--- config.mk ---
export PLATFORM = sky130hd
export DESIGN_NAME = cache_arbiter
export DESIGN_NICKNAME = d
export VERILOG_FILES = /design/src/rtl/cache_arb_pkg.sv /design/src/rtl/arb_grant_sel.sv /design/src/rtl/cache_arbiter.sv
export SDC_FILE = /design/constraint.sdc
export NUM_CORES = 1
export LEC_CHECK = 0
export ABC_AREA = 1
export BUFFER_PORTS_ARGS = -buffer_cell sky130_fd_sc_hd__buf_2
export CAP_MARGIN = 20
export CORE_AREA = 2 2 536 538
export DETAILED_ROUTE_END_ITERATION = 7
export DIE_AREA = 0 0 538 540
export HOLD_SLACK_MARGIN = 0.08
export SLEW_MARGIN = 0
export SYNTH_ARGS = -nofsm -noshare
export SYNTH_HDL_FRONTEND = slang
export SYNTH_SLANG_ARGS = --single-unit
--- constraint.sdc ---
create_clock -name clk -period 1.6 [get_ports clk]
set_input_delay 0.32 -clock clk [delete_from_list [all_inputs] [get_ports clk]]
set_output_delay 0.32 -clock clk [all_outputs]
set_load 0.005 [all_outputs]
--- src/rtl/cache_arb_pkg.sv ---
// Shared types and default widths for the I/D-cache memory-port arbiter.
package cache_arb_pkg;

    localparam int ADDR_W_DEF = 32;
    localparam int LINE_W_DEF = 256;

    typedef enum logic [1:0] {
        S_IDLE,
        S_SERVE_I,
        S_SERVE_D,
        S_RELEASE
    } arb_state_t;

    typedef enum logic {
        GNT_I,
        GNT_D
    } grant_t;

endpackage

--- src/rtl/arb_grant_sel.sv ---
// Combinational grant decision between the I-cache and D-cache requests.
// ARB_RR_EN selects round-robin on ties; otherwise D always beats I.
module arb_grant_sel
    import cache_arb_pkg::*;
(
    input  logic   i_req_i,
    input  logic   d_req_i,
`ifdef ARB_RR_EN
    input  grant_t last_grant_i,
`endif
    output logic   any_req_o,
    output grant_t grant_o
);

    always_comb begin
        any_req_o = i_req_i | d_req_i;
        grant_o   = GNT_I;
`ifdef ARB_RR_EN
        // On a tie, hand the port to whoever did not have it last time.
        if (i_req_i && d_req_i) begin
            grant_o = (last_grant_i == GNT_I) ? GNT_D : GNT_I;
        end else if (d_req_i) begin
            grant_o = GNT_D;
        end
`else
        if (d_req_i) begin
            grant_o = GNT_D;
        end
`endif
    end

endmodule

--- src/rtl/cache_arbiter.sv ---
// Shares the single physical-memory port between the I-cache and D-cache miss paths.
// Define ARB_RR_EN for round-robin arbitration; the default build uses fixed D-over-I priority.
module cache_arbiter
    import cache_arb_pkg::*;
#(
    parameter int ADDR_W = ADDR_W_DEF,
    parameter int LINE_W = LINE_W_DEF
) (
    input  logic              clk,
    input  logic              rst,

    input  logic              i_read,
    input  logic [ADDR_W-1:0] i_addr,
    output logic [LINE_W-1:0] i_rdata,
    output logic              i_resp,

    input  logic              d_read,
    input  logic              d_write,
    input  logic [ADDR_W-1:0] d_addr,
    input  logic [LINE_W-1:0] d_wdata,
    output logic [LINE_W-1:0] d_rdata,
    output logic              d_resp,

    output logic              pmem_read,
    output logic              pmem_write,
    output logic [ADDR_W-1:0] pmem_addr,
    output logic [LINE_W-1:0] pmem_wdata,
    input  logic [LINE_W-1:0] pmem_rdata,
    input  logic              pmem_resp
);

    arb_state_t state_q, state_d;
    logic       d_req;
    logic       any_req;
    grant_t     grant;

`ifdef ARB_RR_EN
    grant_t     last_grant_q, last_grant_d;
`endif

    assign d_req = d_read | d_write;

    arb_grant_sel u_grant_sel (
        .i_req_i      (i_read),
        .d_req_i      (d_req),
`ifdef ARB_RR_EN
        .last_grant_i (last_grant_q),
`endif
        .any_req_o    (any_req),
        .grant_o      (grant)
    );

    // NOTE: non-blocking assignments keep every register update on the same edge, independent of statement order.
    always_ff @(posedge clk) begin
        if (rst) begin
            state_q <= S_IDLE;
        end else begin
            state_q <= state_d;
        end
    end

`ifdef ARB_RR_EN
    always_ff @(posedge clk) begin
        if (rst) begin
            last_grant_q <= GNT_I;
        end else begin
            last_grant_q <= last_grant_d;
        end
    end
`endif

    // Read data is a plain pass-through; the resp pulses say when it is meaningful.
    assign i_rdata = pmem_rdata;
    assign d_rdata = pmem_rdata;

    // NOTE: every output of this block gets a default first, so no path leaves a latch behind.
    always_comb begin
        state_d    = state_q;
        pmem_read  = 1'b0;
        pmem_write = 1'b0;
        pmem_addr  = '0;
        pmem_wdata = '0;
        i_resp     = 1'b0;
        d_resp     = 1'b0;
`ifdef ARB_RR_EN
        last_grant_d = last_grant_q;
`endif

        // NOTE: outputs are gated by rst so an abandoned transaction can neither strobe memory nor respond while reset is held.
        if (!rst) begin
            unique case (state_q)
                S_IDLE: begin
                    if (any_req) begin
                        state_d = (grant == GNT_D) ? S_SERVE_D : S_SERVE_I;
`ifdef ARB_RR_EN
                        last_grant_d = grant;
`endif
                    end
                end

                S_SERVE_D: begin
                    pmem_read  = d_read;
                    pmem_write = d_write;
                    pmem_addr  = d_addr;
                    pmem_wdata = d_wdata;
                    if (pmem_resp) begin
                        d_resp  = 1'b1;
                        state_d = S_RELEASE;
                    end else if (!d_req) begin
                        state_d = S_IDLE;
                    end
                end

                S_SERVE_I: begin
                    pmem_read = i_read;
                    pmem_addr = i_addr;
                    if (pmem_resp) begin
                        i_resp  = 1'b1;
                        state_d = S_RELEASE;
                    end else if (!i_read) begin
                        state_d = S_IDLE;
                    end
                end

                S_RELEASE: begin
                    state_d = S_IDLE;
                end

                default: begin
                    state_d = S_IDLE;
                end
            endcase
        end
    end

    // A served requester must hold its level until it sees its response.
    assert property (@(posedge clk) disable iff (rst)
        (state_q == S_SERVE_D && !pmem_resp) |-> d_req);
    assert property (@(posedge clk) disable iff (rst)
        (state_q == S_SERVE_I && !pmem_resp) |-> i_read);
    assert property (@(posedge clk) disable iff (rst)
        !(pmem_read && pmem_write));

endmodule

==> flow_metrics.tcl, run 1 <==
set metrics [dict create \
    status "finished, violations left" \
    violations "setup timing" \
    rsz0062_at_grt "yes" \
    netlist_instances 1233 \
    clock-sinks 2 \
    cp.required_ns 1.28 \
    initial_core_util 0.0243 \
    grt_pass1_wl_um 242000 \
    slew_violations 0 \
    dieArea_um2 291000 \
    final_common_cell "buf_2" \
    post-route-period-util 1.29 \
    core_um2 284000 \
    drt_pass1_iterations 4 \
    synth_fp_nets 1821 \
    ir_drop_uv 329 \
    area_growth_pct 94.0 \
    die_y_um 540 \
    grt_overflow 0 \
    drcViolationCount 0 \
    reg_top3 "state_q (2)" \
    worstSetupEndpointType "output port" \
    skew_ns 0.00119 \
    yosys-top-cells-area "buf_4, nand2_1, nor2_1" \
    cap_violations 0 \
    die_w_um 538 \
    crit_fanout 8 \
    critical_path_class "flip-flop to output port" \
    r2r_slack_ns -0.07 \
    maxSlewHeadroom 0.747 \
    power_mw 7.72 \
    setup_violations 294 \
    cp_top_family "buffers and inverters" \
    cp_num_buf_inv 6 \
    dp_hpwl_um 214000 \
    p_leak_nw 5.00 \
    postRouteAntennaNets 0 \
    nFillCells 33900 \
    largest_reg_flops 2 \
    synth_seq_cells 2 \
    grt_max_degree 42 \
    fin_crit_ns 2.06 \
    dp_slack_ns -0.366 \
    root_buffer "clkbuf_16" \
    critPathArrivalTime_ns 1.74 \
    cpPeakStageDelay_ns 0.33 \
    tightest_slew_ns 0.380 \
    routabilityCongestion 0.902 \
    hp-class "input port to flip-flop" \
    clkSlewWorstSetupHoldPaths_ns 0.03 \
    crit_chain "buf_6, ha_4, buf_12, buf_16, buf_4, clkbuf_16, nand2_1, nor2_1, buf_2" \
    yosysTopAreaCellShare 0.573 \
    via_per_inst 1.85 \
    setup_tns_ns -95.40 \
    finalWirelength_um 224000 \
    synth_top_area_cell "buf_4" \
    clock_path_buffers 2 \
    p_per_area_nw_per_um2 575 \
    fin_nets 1947 \
    drive_gt1_frac 0.634 \
    numCtsBuffers 3 \
    grt_use_total 0.147 \
    cts_tree "done" \
    hold_buffers 0 \
    yosys_warnings 0 \
    routedWlPerCell_um 43.5 \
    drtIter0Drc 569 \
    crit_path_top_delay_cell "dfxtp_2" \
    num_vias 9524 \
    io_buffer_count 617 \
    timing.fmax_mhz 486 \
    final_cell_mix "buf_2, nand2_1, nor2_1, buf_4, buf_12" \
    htree_levels 1 \
    ff_latch_area_um2 42.5 \
    grt_pass1_vias 8185 \
    clk_latency_ns 0.22 \
    row_count 196 \
    setup_ws_ns -0.457 \
    hold_violations 0 \
    syn-cell-area_um2 6920 \
    startpoint_type "flip-flop" \
    post_synth_num_cell_types 14 \
    antenna_found_initial 243 \
    multi_input_area_um2 3300 \
    synth-seq-area-share 0.00579 \
    top_level_ports 1386 \
    regMostFlops "state_q" \
    avgSynthCellArea_um2 5.61 \
]
-- worst paths after layout --
path              start  cells past startpoint               to
max          state_q[1]                      9  pmem_wdata[181]
min                 rst                      4       state_q[0]
max reg2reg  state_q[1]                     10       state_q[1]
min reg2reg  state_q[1]                      5       state_q[1]
-- cell type report --
class / instances / share of cell area
diodes: 39 / 0.00727
clock buffers: 3 / 0.00559
inverters: 8 / 0.00242
multi-input cells: 642 / 0.246
flip-flops and latches: 2 / 0.00317
well taps: 3762 / 0.351
repair buffers: 702 / 0.385
-- metal layers --
metal	part of all wire	global-route usage
met1	0.20	0.0858
met2	0.43	0.227
met3	0.32	0.221
met4	0.046	0.0487
met5	0.0039	0
-- where the power goes --
| part | internal, mW | total [mW] | leakage (nW) | switching, mW |
|---|---|---|---|---|
| clock network | 0.318 | 0.379 | 0.0372 | 0.0606 |
| registers | 0.0666 | 0.0792 | 0.0172 | 0.0126 |
| logic | 3.11 | 7.26 | 4.94 | 4.15 |
-- synth_stat cells --
| cell | n |
|---|---|
| buf_1 | 2 |
| a21oi_1 | 33 |
| o21ai_0 | 2 |
| nand3_1 | 4 |
| buf_6 | 17 |
| inv_2 | 1 |
| nand2_1 | 331 |
| inv_1 | 7 |
| buf_4 | 528 |
| dfxtp_1 | 2 |
| buf_2 | 34 |
| ha_1 | 6 |
| nand2_2 | 1 |
| nor2_1 | 265 |
-- worst register-to-register path, delay by kind of cell, from the launching register on --
family,cells,cell delay [ns]
buffers and inverters,4,0.61
and+or+nand+nor,5,0.49
DFF,1,0.32
adders and majority gates,1,0.16
-- what timing repair did --
| action | 4_1_cts | 5_1_grt |
|---|---|---|
| pin swaps | 26 | 30 |
| buffers inserted | 12 | 6 |
| resized for setup | 247 | 143 |
| endpoints found under the setup margin | 293 | 294 |
| cloned | 9 | 11 |
-- logic make-up (layout without fill, tap and decap cells) --
family / Yosys count / count (layout) / share of synthesized area
compound gates: 35 / 35 / 0.0253
fa+ha+maj: 6 / 6 / 0.0109
buf+inv: 589 / 713 / 0.631
flops: 2 / 2 / 0.00579
other cells: 0 / 39 / 0
simple gates: 601 / 601 / 0.327
-- through the flow --
step                std cells  instance area, um^2  hold slack [ns]    util
finish                   5158                13400            0.591  0.0472
global route             5138                13400            0.631  0.0470
CTS                      5107                12600            0.606  0.0444
detailed placement       5083                11400            0.640  0.0400
global placement         5083                11400            0.640  0.0400
floorplan                1233                 6920            0.600       -
(Power assumes the default switching activity.)
==> run 2, diff against run 1 <==
--- a/config.mk
+++ b/config.mk
@@ -5,12 +5,11 @@
 export SDC_FILE = /design/constraint.sdc
 export NUM_CORES = 1
 export LEC_CHECK = 0
-export ABC_AREA = 1
 export BUFFER_PORTS_ARGS = -buffer_cell sky130_fd_sc_hd__buf_2
 export CAP_MARGIN = 20
-export CORE_AREA = 2 2 536 538
+export CORE_AREA = 2 2 545 547
 export DETAILED_ROUTE_END_ITERATION = 7
-export DIE_AREA = 0 0 538 540
+export DIE_AREA = 0 0 547 549
 export HOLD_SLACK_MARGIN = 0.08
 export SLEW_MARGIN = 0
 export SYNTH_ARGS = -nofsm -noshare
==> flow_metrics.tcl, run 2 <==
set metrics [dict create \
    status "finished, violations left" \
    violations "setup timing" \
    grt_use_total 0.142 \
    top_level_ports 1386 \
    ir_drop_uv 174 \
    tightest_slew_ns 0.212 \
    yosysTopAreaCellShare 0.617 \
    antenna_found_initial 214 \
    finalWirelength_um 226000 \
    synthArstFlopShare 0 \
    final_cell_mix "buf_2, and2_1, and2_4, buf_6, buf_8" \
    synth_seq_cells 2 \
    r2r_end "state_q[0]" \
    netlist_instances 903 \
    row_count 200 \
    die_y_um 549 \
    dp_hpwl_um 216000 \
    skew_ns 0.000562 \
    crit_chain "inv_4, ha_4, inv_4, nor2_4, buf_12, buf_16, buf_12, buf_16, and2_1, buf_6" \
    numCtsBuffers 3 \
    grt_pass1_wl_um 243000 \
    root_buffer "clkbuf_16" \
    fin_crit_ns 2.12 \
    post-route-period-util 1.32 \
    core_um2 295000 \
    final_common_cell "buf_2" \
    setup_ws_ns -0.519 \
    drive_gt1_frac 0.821 \
    setup_violations 294 \
    critical_path_class "flip-flop to output port" \
    whs_ns 0.592 \
    synth_ff_type "dfxtp_1" \
    cts_tree "done" \
    maxSlewHeadroom 0.859 \
    hold_buffers 0 \
    routabilityCongestion 0.815 \
    worstHoldStart "rst" \
    grt_max_degree 50 \
    r2r_slack_ns -0.13 \
    r2r_cells 8 \
    synth-compound-area-share 0.0440 \
    cpPeakStageDelay_ns 0.34 \
    die_w_um 547 \
    reg_top3 "state_q (2)" \
    largest_reg_flops 2 \
    synth-adder-area-share 0.0120 \
    drtIter0Drc 277 \
    crit_fanout 8 \
    slew_violations 0 \
    startpoint_type "flip-flop" \
    via_per_inst 1.53 \
    htree_levels 1 \
    num_vias 7710 \
    placed_area_um2 11100 \
    p_leak_nw 4.93 \
    p_per_area_nw_per_um2 396 \
    final_cells 5027 \
    fin_nets 1637 \
    synth-seq-area-share 0.00642 \
    min_to "state_q[0]" \
    syn-cell-area_um2 6230 \
    post-place-cells 4945 \
    routedWlPerCell_um 45.0 \
    grt_pass1_vias 6982 \
    synth_edf_count 0 \
    yosys-top-cells-count "buf_4, and2_1, clkbuf_1" \
    synth_fp_nets 1491 \
    hp-class "input port to flip-flop" \
    hold_depth 3 \
    io_buffer_count 617 \
    hold_violations 0 \
    clkSlewWorstSetupHoldPaths_ns 0.03 \
    cp.required_ns 1.28 \
    synth_xor_area_frac 0 \
    dieArea_um2 300000 \
    crit_path_top_delay_cell "dfxtp_2" \
    regMostFlops "state_q" \
    clock-sinks 2 \
    critPathArrivalTime_ns 1.80 \
    area_growth_pct 125 \
    fin_area_um2 14000 \
    nFillCells 35000 \
    synth_top_area_cell "buf_4" \
    clk_latency_ns 0.23 \
    cap_violations 0 \
    synthMuxAreaShare 0.00482 \
    timing.fmax_mhz 472 \
    clock_path_buffers 2 \
    setup_tns_ns -123.38 \
    worstSetupEndpointType "output port" \
    r2r-start "state_q[0]" \
    initial_core_util 0.0211 \
    yosysMostFrequentCell "buf_4" \
    yosys_warnings 0 \
    rsz0062_at_grt "yes" \
    yosys-top-cells-area "buf_4, and2_1, a22oi_1" \
    synthSimpleGateAreaFrac 0.290 \
    post_synth_num_cell_types 19 \
    postRouteAntennaNets 0 \
    synth_top_family_by_area "buffers and inverters" \
    drcViolationCount 0 \
    grt_overflow 0 \
    avgSynthCellArea_um2 6.90 \
    drt_pass1_iterations 4 \
]
==> run 2: metrics by stage <==
stage	setup WS, ns	total power [mW]	util
finish	-0.519	5.55	0.0475
global route	-0.571	6.00	0.0473
detailed placement	-0.443	3.75	0.0376
global placement	-0.328	3.71	0.0376
CTS	-0.592	4.83	0.0416
floorplan	-0.0107	1.96	-
==> run 2: routing by layer <==
metal | vias to the layer above | track usage | wire [um] | part of all wire
li1 | 2601 | - | - | -
met1 | 2977 | 0.0835 | 45800 | 0.20
met2 | 1601 | 0.213 | 94700 | 0.42
met3 | 425 | 0.235 | 78900 | 0.35
met4 | 106 | 0.0272 | 6220 | 0.027
met5 | - | 0 | 701 | 0.0031
==> run 2: worst max-delay path, delay by kind of cell, from the launching register on <==
kind / cells / cell delay (ns)
buffers and inverters: 7 / 0.83
adders and majority gates: 1 / 0.15
DFF: 1 / 0.34
and+or+nand+nor: 2 / 0.20
==> run 2: final cells by class <==
type	count	area, um^2	area share
Tap cell	3939	4930	0.352
Sequential cell	2	45.0	0.00321
Multi-Input combinational cell	346	2690	0.192
Antenna cell	41	103	0.00732
Clock buffer	3	75.1	0.00535
Inverter	3	16.3	0.00116
Timing Repair Buffer	693	6160	0.440
==> run 2: kinds of logic (layout without fill, tap and decap cells) <==
kind of cell / after synthesis / in the layout
AOI/OAI and AO/OA: 37 / 37
adders and majority gates: 6 / 6
buffers and inverters: 555 / 699
DFF: 2 / 2
muxes: 2 / 2
other: 0 / 41
and+or+nand+nor: 301 / 301
==> run 2: worst max-delay path by stage <==
stage | start | end | slack, ns | depth (start not counted)
6_report | state_q[0] | pmem_wdata[65] | -0.52 | 10
2_1_floorplan | state_q[1] | pmem_addr[10] | -0.01 | 6
4_1_cts | state_q[0] | pmem_wdata[197] | -0.59 | 10
3_5_place_dp | state_q[0] | pmem_wdata[121] | -0.44 | 8
5_1_grt | state_q[0] | pmem_wdata[102] | -0.57 | 10
3_3_place_gp | state_q[0] | pmem_wdata[45] | -0.33 | 8
==> run 2: power by group <==
part	switching (mW)	internal [mW]
sequential	0.0137	0.0624
clock	0.0672	0.319
combinational	2.52	2.57
total	2.60	2.95
==> run 2: timing repair <==
| item | in CTS | in global routing |
|---|---|---|
| setup endpoints to repair | 294 | 294 |
| endpoints found under the hold margin | 0 | 0 |
| pin swaps | 19 | 99 |
| cloned | 8 | 17 |
| resized for setup | 245 | 417 |
| setup buffers | 9 | 10 |
==> run 3, diff against run 2 <==
--- a/config.mk
+++ b/config.mk
@@ -7,11 +7,12 @@
 export LEC_CHECK = 0
 export BUFFER_PORTS_ARGS = -buffer_cell sky130_fd_sc_hd__buf_2
 export CAP_MARGIN = 20
-export CORE_AREA = 2 2 545 547
+export CORE_AREA = 2 2 542 544
 export DETAILED_ROUTE_END_ITERATION = 7
-export DIE_AREA = 0 0 547 549
+export DIE_AREA = 0 0 544 546
 export HOLD_SLACK_MARGIN = 0.08
 export SLEW_MARGIN = 0
 export SYNTH_ARGS = -nofsm -noshare
 export SYNTH_HDL_FRONTEND = slang
+export SYNTH_HIERARCHICAL = 1
 export SYNTH_SLANG_ARGS = --single-unit
==> constraint.sdc (replaced) <==
create_clock -name clk -period 2.6 [get_ports clk]
set_input_delay 0.52 -clock clk [delete_from_list [all_inputs] [get_ports clk]]
set_output_delay 0.52 -clock clk [all_outputs]
set_load 0.005 [all_outputs]
==> flow_metrics.tcl, run 3 <==
set metrics [dict create \
    rsz0062_at_grt "no" \
    drt_pass1_iterations 5 \
    cap_violations 0 \
    drive_gt1_frac 0.659 \
    die_y_um 546 \
    drcViolationCount 0 \
    root_buffer "clkbuf_16" \
    r2r_slack_ns 0.81 \
    crit_fanout 19 \
    final_cells 4949 \
    final_common_cell "buf_2" \
    grt_use_total 0.135 \
    multi_input_area_um2 2220 \
    worstHoldStart "rst" \
    synth_xor_area_frac 0 \
    synth_top_family_by_area "buffers and inverters" \
    drtIter0Drc 448 \
    dieArea_um2 297000 \
    io_buffer_count 617 \
    dp_hpwl_um 204000 \
    worstSetupEndpointType "output port" \
    via_per_inst 1.51 \
    maxSlewHeadroom 0.618 \
    clock-sinks 2 \
    setup_tns_ns 0 \
    timing.fmax_mhz 402 \
    synth-seq-area-share 0.00637 \
    slew_violations 0 \
    hold_depth 3 \
    routedWlPerCell_um 42.3 \
    clock_path_buffers 2 \
    yosysTopAreaCellShare 0.613 \
    area_growth_pct 71.1 \
    dp_slack_ns -0.348 \
    hp-class "input port to flip-flop" \
    critical_path_class "flip-flop to output port" \
    p_leak_nw 4.01 \
    core_um2 292000 \
    synth_seq_cells 2 \
    die_w_um 544 \
    largest_reg_flops 2 \
    synthArstFlopShare 0 \
    synth-adder-area-share 0.0119 \
    ir_drop_uv 213 \
    p_seq_frac 0.019 \
    grt_max_degree 39 \
    numCtsBuffers 3 \
    status "completed" \
    grt_overflow 0 \
    htree_levels 1 \
    regMostFlops "state_q" \
    post-route-period-util 0.958 \
    initial_core_util 0.0215 \
    power.switching_mw 1.25 \
    setup_ws_ns 0.110 \
    setup_violations 0 \
    p_comb_frac 0.874 \
    postRouteAntennaNets 0 \
    critPathArrivalTime_ns 1.97 \
    swShare 0.573 \
    syn-cell-area_um2 6290 \
    min_to "state_q[0]" \
    r2r_end "state_q[1]" \
    post-place-cells 4908 \
    fin_crit_ns 2.49 \
    synth_edf_count 0 \
    finalWirelength_um 209000 \
    antenna_found_initial 209 \
    yosysMostFrequentCell "buf_4" \
    hold_buffers 0 \
    power_mw 2.17 \
    post_synth_num_cell_types 21 \
    clkSlewWorstSetupHoldPaths_ns 0.03 \
    tightest_slew_ns 0.574 \
    yosys-top-cells-count "buf_4, and2_1, nor2_1" \
    r2r-start "state_q[1]" \
    netlist_instances 906 \
    synth_ff_type "dfxtp_1" \
    clk_latency_ns 0.22 \
    p_int_uw 928 \
    reg_top3 "state_q (2)" \
    clockPowerShare 0.107 \
    synth_top_area_cell "buf_4" \
    row_count 199 \
    final_cell_mix "buf_2, and2_1, nor2_1, a22oi_1, buf_12" \
    cp.required_ns 2.08 \
    synthMuxAreaShare 0.00358 \
    grt_pass1_wl_um 225000 \
    nFillCells 34900 \
    top_level_ports 1386 \
    num_vias 7467 \
    yosys_warnings 6 \
    startpoint_type "flip-flop" \
    yosys-top-cells-area "buf_4, and2_1, a22oi_1" \
    fin_nets 1584 \
    cts_tree "done" \
    avgSynthCellArea_um2 6.94 \
    p_per_area_nw_per_um2 202 \
    synth-compound-area-share 0.0434 \
    grt_pass1_vias 6328 \
    synthSimpleGateAreaFrac 0.290 \
    synth_fp_nets 1494 \
    r2r_cells 6 \
    hold_violations 0 \
    skew_ns 0.00305 \
    ff_latch_area_um2 40.0 \
    routabilityCongestion 0.943 \
]
run 3: changes by cell type after synthesis, moves of 2 or more:
| cell | delta |
|---|---|
| buf_4 | +2 |
| nor3b_1 | +2 |
| buf_2 | +28 |
| clkbuf_1 | -28 |
| mux2_1 | +2 |
| nor2_1 | -2 |
| mux2_4 | -2 |
run 3: how the worst max path moves through the flow:
stage	endpoint	slack (ns)	from
finish	pmem_addr[24]	0.11	state_q[0]
global route	pmem_addr[27]	0.003	state_q[0]
CTS	pmem_addr[24]	-0.04	state_q[0]
detailed placement	pmem_wdata[159]	-0.35	state_q[0]
global placement	pmem_wdata[159]	-0.32	rst
floorplan	pmem_addr[22]	0.81	state_q[0]
run 3: per-stage QoR:
stage | cell area, um^2 | utilization | hold WS [ns]
4_1_cts | 10700 | 0.0365 | 0.699
3_3_place_gp | 10500 | 0.0361 | 0.695
5_1_grt | 10700 | 0.0367 | 0.731
2_1_floorplan | 6290 | - | 0.643
3_5_place_dp | 10500 | 0.0361 | 0.718
6_report | 10800 | 0.0369 | 0.695
run 3: worst max-delay path: stages, from the launching register on:
cell     delay, ns
dfxtp_1       0.32
inv_2         0.10
ha_2          0.46
buf_4         0.36
a22oi_1       0.20
nor2_1        0.13
buf_2         0.14
run 3: repair_timing:
action,4_1_cts,5_1_grt
setup endpoints to repair,263,10
buffers inserted,2,0
resized for setup,6,3
pin swaps,1,0
run 3: kinds of logic after synthesis:
family / Yosys count
buf+inv: 557
simple gates: 303
compound gates: 36
fa+ha+maj: 6
mux: 2
flops: 2
run 3: area by class of cell:
cell class,instances,share of cell area
tap,3919,0.456
timing repair buffer,639,0.318
multi-input combinational,347,0.206
antenna,36,0.00837
clock buffer,3,0.00697
sequential,2,0.00372
inverter,3,0.00105
run 3: power groups by stage:
| stage | clock [mW] | combinational [mW] | sequential, mW |
|---|---|---|---|
| 2_1_floorplan | 0 | 1.17 | 0.0401 |
| 3_3_place_gp | 0 | 1.96 | 0.0409 |
| 3_5_place_dp | 0 | 1.98 | 0.0412 |
| 4_1_cts | 0.237 | 2.00 | 0.0407 |
| 5_1_grt | 0.240 | 2.03 | 0.0418 |
| 6_report | 0.233 | 1.90 | 0.0410 |
run 3: routing by layer:
layer | vias to the layer above | routed length, um | global-route usage
li1 | 2466 | - | -
met1 | 2906 | 41100 | 0.0787
met2 | 1545 | 93000 | 0.218
met3 | 458 | 66900 | 0.198
met4 | 92 | 7720 | 0.0360
met5 | - | 621 | 0
